==> config.mk <==
export PLATFORM = sky130hd
export DESIGN_NAME = mem_burst_arbiter
export DESIGN_NICKNAME = d
export VERILOG_FILES = /design/src/rtl/mem_burst_arbiter.sv
export SDC_FILE = /design/constraint.sdc
export NUM_CORES = 1
export LEC_CHECK = 0
export CAP_MARGIN = 5
export CORE_MARGIN = 2
export CORE_UTILIZATION = 45
export DETAILED_ROUTE_END_ITERATION = 16
export PLACE_DENSITY = 0.95
export RECOVER_POWER = 50
export SLEW_MARGIN = 0
export SYNTH_ARGS = -nofsm -noshare
export SYNTH_HDL_FRONTEND = slang
export SYNTH_SLANG_ARGS = --single-unit
==> constraint.sdc <==
create_clock -name clk -period 4.3 [get_ports clk]
set_clock_uncertainty 0.15 [all_clocks]
set_input_delay 0.43 -clock clk [delete_from_list [all_inputs] [get_ports clk]]
set_output_delay 0.43 -clock clk [all_outputs]
set_load 0.02 [all_outputs]
==> src/rtl/mem_burst_arbiter.sv <==
// Two-requester round-robin arbiter for wrapping burst reads
// from a shared asynchronous-read memory; read data is registered.
module mem_burst_arbiter #(
  parameter int AW = 4,
  parameter int DW = 8
) (
  input  logic          clk,
  input  logic          rst_n,
  input  logic          req0,
  input  logic [AW-1:0] addr0,
  input  logic [AW-1:0] len0,
  input  logic          req1,
  input  logic [AW-1:0] addr1,
  input  logic [AW-1:0] len1,
  output logic [AW-1:0] mem_addr,
  input  logic [DW-1:0] mem_data,
  output logic          gnt0,
  output logic          gnt1,
  output logic          rd_valid,
  output logic [DW-1:0] rd_data,
  output logic          rd_owner,
  output logic          busy
);

  typedef enum logic {
    IDLE  = 1'b0,
    BURST = 1'b1
  } state_e;

  localparam logic [AW-1:0] ONE  = 1;
  localparam logic [AW-1:0] ZERO = '0;

  state_e        state_q, state_d;
  logic          ptr_q, ptr_d;
  logic          owner_q, owner_d;
  logic [AW-1:0] cur_q, cur_d;
  logic [AW-1:0] cnt_q, cnt_d;
  logic          gnt0_q, gnt0_d;
  logic          gnt1_q, gnt1_d;
  logic          rv_q, rv_d;
  logic [DW-1:0] rdat_q, rdat_d;
  logic          rown_q, rown_d;

  logic          pick0;
  logic          pick1;

  // Arbitration: a lone requester wins, ties go to the pointer.
  always_comb begin
    pick0 = req0 & (~req1 | ~ptr_q);
    pick1 = req1 & (~req0 |  ptr_q);
  end

  // State register; synchronous reset aborts any burst.
  always_ff @(posedge clk) begin
    if (!rst_n) begin
      state_q <= IDLE;
      ptr_q   <= 1'b0;
      owner_q <= 1'b0;
      cur_q   <= '0;
      cnt_q   <= '0;
      gnt0_q  <= 1'b0;
      gnt1_q  <= 1'b0;
      rv_q    <= 1'b0;
      rdat_q  <= '0;
      rown_q  <= 1'b0;
    end else begin
      state_q <= state_d;
      ptr_q   <= ptr_d;
      owner_q <= owner_d;
      cur_q   <= cur_d;
      cnt_q   <= cnt_d;
      gnt0_q  <= gnt0_d;
      gnt1_q  <= gnt1_d;
      rv_q    <= rv_d;
      rdat_q  <= rdat_d;
      rown_q  <= rown_d;
    end
  end

  // Next-state: grant from IDLE, stream one byte per BURST cycle.
  always_comb begin
    state_d = state_q;
    ptr_d   = ptr_q;
    owner_d = owner_q;
    cur_d   = cur_q;
    cnt_d   = cnt_q;
    gnt0_d  = 1'b0;
    gnt1_d  = 1'b0;
    rv_d    = 1'b0;
    rdat_d  = rdat_q;
    rown_d  = rown_q;
    unique case (state_q)
      IDLE: begin
        if (pick0) begin
          gnt0_d  = 1'b1;
          cur_d   = addr0;
          cnt_d   = len0;
          owner_d = 1'b0;
          state_d = BURST;
        end else if (pick1) begin
          gnt1_d  = 1'b1;
          cur_d   = addr1;
          cnt_d   = len1;
          owner_d = 1'b1;
          state_d = BURST;
        end
      end
      BURST: begin
        rdat_d = mem_data;
        rv_d   = 1'b1;
        rown_d = owner_q;
        cur_d  = cur_q + ONE;
        if (cnt_q == ZERO) begin
          state_d = IDLE;
          ptr_d   = ~owner_q;
        end else begin
          cnt_d = cnt_q - ONE;
        end
      end
      default: state_d = IDLE;
    endcase
  end

  // The burst address register drives memory directly.
  always_comb begin
    mem_addr = cur_q;
    gnt0     = gnt0_q;
    gnt1     = gnt1_q;
    rd_valid = rv_q;
    rd_data  = rdat_q;
    rd_owner = rown_q;
    busy     = (state_q == BURST);
  end

endmodule
==> impl_metrics.toml <==
[logic_synthesis]
synthMuxAreaShare = 0.1138
async_reset_ff_frac = 0
synthXorXnorAreaFrac = 0.01643
synth_edf_count = 0
syn-num-nets = 150
netlist_area_um2 = 1066
ys_warn_count = 0
seq_area_frac_synth = 0.4319
synth.distinct_cells = 33
syn_area_per_cell_um2 = 8.958
synth_cells = 119
ys_ff_latch = 23
synth_compound_area_frac = 0.1725
synth-main-ff-cell = "dfxtp_1"
synthSimpleGateAreaFrac = 0.1854
synth_fa_ha_area_frac = 0.03521
synth_top_family_by_area = "simple AND/OR/NAND/NOR gates"

[finish]
multi_input_area_um2 = 558.0
final_nets = 193
syn2layout_area_growth_pct = 44.01
regArea_um2 = 460.4
num_antenna_cells = 0
finish.utilization = 0.6874
drive_above_1_share = 0.03106
final.fill_count = 183

[clocking]
post_cts_buffers = 0
cts_resized = 0
clkTransAtPathRegs_ns = 0.12
cts_buffer_depth = 2
cts-htree-levels = 1
cts_buffers = 3
cts.sinks = 23
cts_tree = "done"
cts_root_buf = "clkbuf_4"
postCtsHoldBufs = 0
insertion_delay_ns = 0.30

[critical_path]
reg2reg_slack_ns = 2.07
r2r_end = "cnt_q[3]$_SDFFE_PN0P_"
startpoint_type = "flip-flop"
path_cells = "clkdlybuf4s50_1"
path_max_fanout = 26
r2r_start = "busy$_SDFF_PN0_"
criticalPathCategory = "flip-flop to primary output"
max_stage_delay_ns = 1.02
crit_path_end_kind = "primary output"
cpMaxStageDelayCell = "dfxtp_1"
reg2reg_depth = 4
cp_data_arrival_time_ns = 2.09
cp_num_buf_inv = 1
cp.required_ns = 3.72
critPathTopFamily = "flip-flops"

[routing]
ant_nets = 0
drt_wl_total_mm = 2.588
viasPerCell = 5.429
drt-pass1-iter-count = 4
wl_per_cell_um = 13.69
drc = 0
drt_iter0_drc = 33
vias = 1026

[timing]
hold_viol = 0
tightest_slew_ns = 1.023
worst_hold_slack_ns = 0.3545
slew_headroom = 0.3170
drv_slew = 0
tns_ns = 0
setup_viol = 0
rsz0062_at_grt = "false"
period_share = 0.6216
period_minus_slack_ns = 2.673
max_freq_mhz = 374.1

[floorplan]
ioPinCount = 45
die_h_um = 52.67
dieArea_um2 = 2774
start_util = 0.4773
fp-row-count = 17
fp.dieW_um = 52.67
core-area_um2 = 2233

[status]
status = "finished, final reports clean"

[global_route]
grt-ovfl-total = 0
grt_antenna_before_repair = 0
grt_pass1_vias = 960
grt_pass1_wl_mm = 4.140
grt_max_degree = 27
grtUsageTotal = 0.2026

[power_and_ir_drop]
ir_drop_mv = 0.2413
power.density_nw_per_um2 = 353.1
power_mw = 0.5421
p_leak_nw = 0.6223

[placement]
portBuffers = 44
gp_congestion = 0.8650
hpwl_mm = 1.932

[worst_hold_path]
min_from = "mem_addr[0]$_SDFFE_PN0P_"
hold_depth = 1
holdCritPathClass = "flip-flop to flip-flop"
hold_end = "mem_addr[0]$_SDFFE_PN0P_"

[run]
maxCapViolations = 0
[synth_stat cells (all sizes together), types with 3 or more instances]
| library cell | number | area share |
|---|---|---|
| inv | 4 | 0.014 |
| nor2 | 19 | 0.067 |
| dfxtp | 23 | 0.43 |
| nand3 | 3 | 0.014 |
| ha | 3 | 0.035 |
| nand2b | 4 | 0.023 |
| a21oi | 5 | 0.023 |
| o31ai | 3 | 0.021 |
| mux2i | 11 | 0.10 |
| nand2 | 10 | 0.035 |
| o22ai | 4 | 0.023 |
| buf | 4 | 0.023 |
[routing by layer]
layer  vias to the layer above  share of wire  global-route usage
li1                        504              -                   -
met4                         0         0.0066             0.08547
met1                       473           0.41              0.2328
met3                         2          0.079             0.05143
met5                         -              0                   0
met2                        47           0.51              0.3521
[cell families after synthesis]
logic type / after synthesis
AO/OA/AOI/OAI: 26
XOR/XNOR: 2
adder cells (fa/ha/maj): 3
buffers and inverters: 10
flip-flops: 23
multiplexers: 12
AND/OR/NAND/NOR: 43
[layout make-up]
cell class,instances,share of cell area
clock buffer,4,0.01711
inverter,4,0.009780
multi-input combinational,86,0.3635
sequential,23,0.2999
tap,28,0.02282
timing repair buffer,44,0.2869
[how the worst max path moves through the flow]
stage	startpoint	end	slack, ns	cells after the start
after global routing	busy$_SDFF_PN0_	busy	1.54	1
after detailed placement	busy$_SDFF_PN0_	busy	1.99	1
after floorplan	req0	cnt_q[1]$_SDFFE_PN0P_	2.74	5
final	busy$_SDFF_PN0_	busy	1.63	1
after CTS	busy$_SDFF_PN0_	busy	1.63	1
after global placement	busy$_SDFF_PN0_	busy	2.03	1
[flip-flops by register name, indices dropped and copies added (netlist names)]
name / flops
rd_valid: 1
mem_addr: 4
busy: 1
gnt0: 1
gnt1: 1
cnt_q: 4
owner_q: 1
ptr_q: 1
rd_owner: 1
rd_data: 8
[cells in the final DEF, fill, tap and decap left out, drive strengths merged, types with 4 or more instances in the layout]
cell type	instances
inv	4
mux2i	11
clkbuf	4
a21oi	5
nand2	10
nand2b	4
dfxtp	23
nor2	19
clkdlybuf4s50	40
dlygate4sd3	4
o22ai	4
[report_power, final]
part           internal [mW]  total, mW  switching, mW
Sequential             0.239      0.270         0.0311
Clock                 0.0362     0.0970         0.0609
Combinational         0.0953      0.175         0.0801
Total                  0.370      0.542          0.172
[metrics by stage]
step	cell area, um^2	cells	worst slack [ns]
floorplan	1066	119	2.738
global placement	1509	185	2.032
detailed placement	1509	185	1.992
CTS	1535	189	1.629
global route	1535	189	1.538
finish	1535	189	1.627
Power figures use the tool's default switching activity.
